==> src/rtl/hovalaag_pkg.sv <==
// Shared constants and types for the Hovalaag CPU input path.
// Word widths are fixed by the CPU; the FIFO depth is the default only.
package hovalaag_pkg;

  localparam int CPU_W         = 12;
  localparam int WORD_W        = CPU_W;
  localparam int DEFAULT_DEPTH = 16;

  typedef logic [WORD_W-1:0] word_t;

  typedef enum logic {
    CH1 = 1'b0,
    CH2 = 1'b1
  } chan_e;

endpackage

==> src/rtl/hovalaag_fifo_chan.sv <==
// One first-word-fall-through input channel: storage, pointers, occupancy
// and a sticky underflow flag for reads attempted while empty.
module hovalaag_fifo_chan
  import hovalaag_pkg::*;
#(
  parameter int DEPTH = DEFAULT_DEPTH
) (
  input  logic                     clk,
  input  logic                     rst,
  input  logic                     push,
  input  word_t                    push_data,
  input  logic                     pop_req,
  output word_t                    head,
  output logic [$clog2(DEPTH):0]   level,
  output logic                     underflow
);

  localparam int PTR_W = $clog2(DEPTH);
  localparam int LVL_W = PTR_W + 1;
  localparam logic [LVL_W-1:0] FULL_LVL = LVL_W'(DEPTH);

  word_t            mem [DEPTH];
  logic [PTR_W-1:0] wr_ptr;
  logic [PTR_W-1:0] rd_ptr;
  logic             empty;
  logic             do_push;
  logic             do_pop;

  assign empty   = (level == '0);
  assign do_push = push && (level != FULL_LVL);
  assign do_pop  = pop_req && !empty;

  // NOTE: sequential state uses non-blocking assignments so every register
  // samples pre-edge values regardless of statement order.
  always_ff @(posedge clk) begin
    if (rst) begin
      wr_ptr    <= '0;
      rd_ptr    <= '0;
      level     <= '0;
      underflow <= 1'b0;
    end else begin
      if (do_push) wr_ptr <= wr_ptr + PTR_W'(1);
      if (do_pop)  rd_ptr <= rd_ptr + PTR_W'(1);
      if (do_push && !do_pop)      level <= level + LVL_W'(1);
      else if (do_pop && !do_push) level <= level - LVL_W'(1);
      if (pop_req && empty) underflow <= 1'b1;
    end
  end

  // NOTE: the storage array has no reset; clearing pointers and level is
  // enough to discard contents, and leaves the array mappable to RAM.
  always_ff @(posedge clk) begin
    if (do_push && !rst) mem[wr_ptr] <= push_data;
  end

  // Head falls through combinationally; an empty channel presents zero.
  assign head = empty ? '0 : mem[rd_ptr];

endmodule

==> src/rtl/hovalaag_in_fifo.sv <==
// Two independent host-to-CPU input FIFOs feeding the IN1/IN2 ports;
// the host picks a channel per word with wr_sel.
module hovalaag_in_fifo
  import hovalaag_pkg::*;
#(
  parameter int DEPTH = DEFAULT_DEPTH
) (
  input  logic                   clk,
  input  logic                   rst,
  input  logic [WORD_W-1:0]      wr_data,
  input  logic                   wr_sel,
  input  logic                   wr_valid,
  output logic                   wr_ready,
  output logic [WORD_W-1:0]      IN1,
  input  logic                   IN1_adv,
  output logic [WORD_W-1:0]      IN2,
  input  logic                   IN2_adv,
  output logic [$clog2(DEPTH):0] level1,
  output logic [$clog2(DEPTH):0] level2,
  output logic [1:0]             underflow
);

  localparam int LVL_W = $clog2(DEPTH) + 1;
  localparam logic [LVL_W-1:0] FULL_LVL = LVL_W'(DEPTH);

  chan_e sel;
  logic  push1;
  logic  push2;

  assign sel = chan_e'(wr_sel);

  // NOTE: every output of a combinational block gets a default first so no
  // path through the case leaves it unassigned (which would infer a latch).
  always_comb begin
    wr_ready = 1'b0;
    push1    = 1'b0;
    push2    = 1'b0;
    case (sel)
      CH1: begin
        wr_ready = (level1 != FULL_LVL);
        push1    = wr_valid && wr_ready;
      end
      CH2: begin
        wr_ready = (level2 != FULL_LVL);
        push2    = wr_valid && wr_ready;
      end
      default: ;
    endcase
  end

  hovalaag_fifo_chan #(.DEPTH(DEPTH)) u_chan1 (
    .clk       (clk),
    .rst       (rst),
    .push      (push1),
    .push_data (wr_data),
    .pop_req   (IN1_adv),
    .head      (IN1),
    .level     (level1),
    .underflow (underflow[0])
  );

  hovalaag_fifo_chan #(.DEPTH(DEPTH)) u_chan2 (
    .clk       (clk),
    .rst       (rst),
    .push      (push2),
    .push_data (wr_data),
    .pop_req   (IN2_adv),
    .head      (IN2),
    .level     (level2),
    .underflow (underflow[1])
  );

endmodule

==> config.mk <==
export PLATFORM = sky130hd
export DESIGN_NAME = hovalaag_in_fifo
export DESIGN_NICKNAME = d
export VERILOG_FILES = /design/src/rtl/hovalaag_pkg.sv /design/src/rtl/hovalaag_fifo_chan.sv /design/src/rtl/hovalaag_in_fifo.sv
export SDC_FILE = /design/constraint.sdc
export NUM_CORES = 1
export LEC_CHECK = 0
export ABC_AREA = 0
export BUFFER_PORTS_ARGS = -buffer_cell sky130_fd_sc_hd__clkbuf_2
export CELL_PAD_IN_SITES_DETAIL_PLACEMENT = 1
export CELL_PAD_IN_SITES_GLOBAL_PLACEMENT = 2
export CORE_ASPECT_RATIO = 1.75
export CORE_MARGIN = 1.5
export CORE_UTILIZATION = 35
export DETAILED_ROUTE_END_ITERATION = 7
export PLACE_DENSITY_LB_ADDON = 0.15
export SYNTH_ARGS = -nofsm -noshare
export SYNTH_HDL_FRONTEND = slang
export SYNTH_SLANG_ARGS = --single-unit
==> constraint.sdc <==
create_clock -name clk -period 3.4 [get_ports clk]
set_input_delay 0.85 -clock clk [delete_from_list [all_inputs] [get_ports clk]]
set_output_delay 0.85 -clock clk [all_outputs]
set_load 0.05 [all_outputs]
==> qor.txt <==
status -> finished, final reports clean
clock tree from TritonCTS -> done
Most common cell on crit path -> a211oi_1
area enclosed by the die boundary -> 49100 sq um
cell chosen for the clock root -> clkbuf_16
final routed wirelength across all metal layers -> 39470 microns
syn_area_per_cell -> 19.61 sq um
fraction of the yosys area taken by sequential cells -> 0.7334
number of slew-limit violations in the final report -> 0
max_slew headroom -> 0.4375
number of warnings reported in the yosys synthesis log -> 0
overall via count from detail_route -> 8233
clock transition at the registers of the reported paths -> 0.06 ns
final estimated routing congestion in global placement -> 0.7192
net total in the final layout -> 1018
timing-limited maximum frequency -> 300.3 MHz
post-synthesis net count -> 891
arrival time of data at the critical path endpoint -> 2.48 ns
Worst IR Drop VDD -> 622.5 uV
number of placed I/O pins -> 55
highest-delay cell along the critical path -> mux4_2
effective utilization at floorplan -> 0.3552
largest incremental delay on the critical path -> 0.54 ns
ratio of total power to cell area -> 734.5 nW/um^2
detailed-route wire length on metal 1 -> 13870 microns
Hold-fix buffers, CTS -> 0
antenna violations before repair -> 0
Bufs on Longest Clock Path -> 3
number of antenna repair diodes -> 0
die outline width -> 168.1 microns
post-layout power -> 14.59 mW
final worst path period share -> 0.9794
Post-Layout Inst Area -> 19860 sq um
count of input and output buffers -> 54
setup repair after global routing missed its margin -> true
synthesis-stage register bit count -> 420
pin count of the biggest net entering global routing -> 33
Top delay family on crit path -> buffers and inverters
Iteration-0 DRC Markers -> 394
clock skew -> 0.01201 ns
Tot GR Track Use -> 0.1655
wire length per cell after detailed routing -> 24.70 microns
routed length on met2 -> 23820 microns
CTS H-Tree Depth -> 2
global-route wire length before repair -> 59170 microns
kind of path behind the tightest hold check -> reg2reg
Via-to-Cell Ratio -> 5.152
HPWL after DPL -> 26120 microns
source-to-sink clock delay at the later pin of the worst-skew pair -> 0.54 ns
Post-DP Area -> 18120 sq um
endpoints failing hold -> 0
fin crit period -> 3.330 ns
number of standard cells after synthesis -> 852
final total negative setup slack -> 0 ns
post-route ant nets -> 0
fraction of final layout cells with drive strength greater than 1 -> 0.3426
Cell Chain, Critical Path -> buf_12, buf_16, mux4_2, a211oi_1, a211oi_1, buf_4
count of clock tree sinks -> 420
critical path endpoint category -> primary output
CP Buf/Inv Count -> 3
total CTS buffers -> 40
path type of the worst setup path -> reg2out
first-pass iteration count of the detailed router -> 4
core footprint -> 47030 sq um
worst-case setup slack after placement -> 0.3201 ns
Area Growth Syn to Fin -> 18.90%
DIE HEIGHT -> 292.0 microns
Critical Path RT -> 2.55 ns
Final Setup Violations -> 0
via count of the first global-routing pass -> 9172
total length of routed met3 wires -> 921 microns
CP startpoint kind -> register
Mapped Area -> 16700 sq um
number of distinct library cells after synthesis -> 45
Worst-Margin Slew -> 0.8426 ns
max-cap check violation count -> 0
Std-Cell Rows -> 105
Final Worst Setup Slack -> 0.07012 ns
residual DRC count -> 0
largest fanout on the critical path -> 11
overall overflow remaining after global route -> 0
Highest Signal Layer -> met4
static leakage -> 6.294 nW
==> layer usage <==
metal / global-route usage / vias up
met5: 0 / -
met4: 0.04660 / 0
met3: 0.02074 / 56
met2: 0.3424 / 112
met1: 0.1690 / 4346
li1: - / 3719
==> metrics by stage <==
| stage | cells | hold WS (ns) | utilization |
|---|---|---|---|
| 2_1_floorplan | 852 | 0.4380 | - |
| 3_3_place_gp | 1509 | 0.4494 | 0.3853 |
| 3_5_place_dp | 1509 | 0.4629 | 0.3853 |
| 4_1_cts | 1589 | 0.4793 | 0.4197 |
| 5_1_grt | 1598 | 0.5225 | 0.4223 |
| 6_report | 1598 | 0.4716 | 0.4223 |
==> repair_timing <==
item | in CTS | in global routing
endpoints found under the setup margin | 22 | 19
setup buffers | 3 | 8
gates cloned | 4 | 1
resized for setup | 42 | 17
pin swaps | 4 | 3
==> cells in the final DEF (no fill, tap or decap), types with 4 or more instances in the layout <==
cell type	count
a211oi_1	25
a211oi_2	27
a21oi_1	9
and3_1	5
buf_12	10
buf_4	66
bufinv_16	4
clkbuf_1	9
clkbuf_16	42
clkbuf_2	37
clkbuf_4	9
clkinv_1	7
clkinv_2	4
clkinvlp_4	4
dfxtp_1	30
dfxtp_4	5
edfxtp_1	384
ha_1	19
inv_1	12
mux2i_1	29
mux4_2	96
nand2_1	10
nand2b_1	5
nand3_1	4
nor2_1	51
nor2b_1	24
nor3_2	10
nor4_2	4
o211ai_1	4
xnor2_1	7
xor2_1	10
==> power by group <==
part	switching (mW)	internal, mW
clock	1.91	2.55
combinational	2.49	1.69
sequential	0.187	5.76
==> layout make-up <==
class | count | area (sq um)
clock inverters | 22 | 222.7
flip-flops and latches | 420 | 12270
clock buffers | 51 | 1074
fillers | 4499 | 27170
repair buffers | 134 | 1151
inverters | 13 | 48.80
well taps | 588 | 735.7
multi-input cells | 370 | 4359
==> worst paths after layout <==
path,startpoint,end,slack [ns],cells after the start
hold / removal,u_chan1.underflow,u_chan1.underflow,0.47,2
setup / recovery,register,IN1[0],0.07,6
setup reg to reg,u_chan2.level[0],u_chan2.level[4],0.44,11
hold reg to reg,u_chan1.underflow,u_chan1.underflow,0.47,2
==> worst reg2reg max path: stages (launching register included) <==
cell      delay [ns]
dfxtp_1         0.40
or4_4           0.56
o21ai_1         0.18
or2_2           0.17
inv_2           0.06
ha_1            0.19
inv_1           0.16
ha_1            0.30
a21oi_1         0.20
a211oi_1        0.10
a31oi_1         0.19
mux2_2          0.35
==> cell usage after synthesis <==
cell type | number | area share
or2_2 | 1 | 0.00037
buf_4 | 8 | 0.0036
a21oi_1 | 9 | 0.0027
nand2_1 | 10 | 0.0022
o211ai_1 | 4 | 0.0018
ha_1 | 19 | 0.014
or4_1 | 1 | 0.00045
dfxtp_1 | 36 | 0.043
o31ai_1 | 1 | 0.00045
nor4bb_1 | 1 | 0.00060
and3_1 | 5 | 0.0019
clkbuf_8 | 2 | 0.0016
mux4_2 | 96 | 0.13
a31oi_1 | 2 | 0.00075
nor2_1 | 51 | 0.011
o21ai_1 | 1 | 0.00030
nor4b_1 | 2 | 0.0010
buf_2 | 26 | 0.0078
nor4_1 | 7 | 0.0026
mux2i_1 | 29 | 0.017
xnor2_1 | 7 | 0.0037
nand3_1 | 4 | 0.0012
nand2b_1 | 5 | 0.0019
a21o_1 | 1 | 0.00045
xor2_1 | 10 | 0.0052
edfxtp_1 | 384 | 0.69
nand3b_1 | 3 | 0.0013
clkbuf_1 | 13 | 0.0029
o21ai_4 | 1 | 0.00097
o21ai_0 | 1 | 0.00030
nor3_1 | 10 | 0.0030
inv_1 | 12 | 0.0027
or3_1 | 2 | 0.00075
and2b_2 | 1 | 0.00052
or4_4 | 1 | 0.00067
mux2_2 | 2 | 0.0013
a211oi_1 | 51 | 0.023
nor3b_1 | 1 | 0.00045
a211oi_2 | 1 | 0.00075
fa_1 | 2 | 0.0024
a2111oi_0 | 2 | 0.0010
nor2b_1 | 24 | 0.0090
o2111ai_4 | 1 | 0.0016
inv_2 | 1 | 0.00022
o21ai_2 | 1 | 0.00052
==> state kept, by name (all words and copies together) (netlist names), named ones only <==
name / cells
u_chan1.rd_ptr: 4
u_chan1.level: 5
u_chan2.wr_ptr: 4
u_chan1.wr_ptr: 4
u_chan2.rd_ptr: 4
u_chan2.mem: 192
u_chan2.level: 5
u_chan1.mem: 192
u_chan1.underflow: 1
u_chan2.underflow: 1
==> cells by family after synthesis <==
logic type | share of synthesized area
flops | 0.7334
xor+xnor | 0.008913
buf+inv | 0.01887
mux | 0.1482
simple gates | 0.03947
compound gates | 0.03453
fa+ha+maj | 0.01663
No activity file was read; power rests on OpenSTA's default activity.
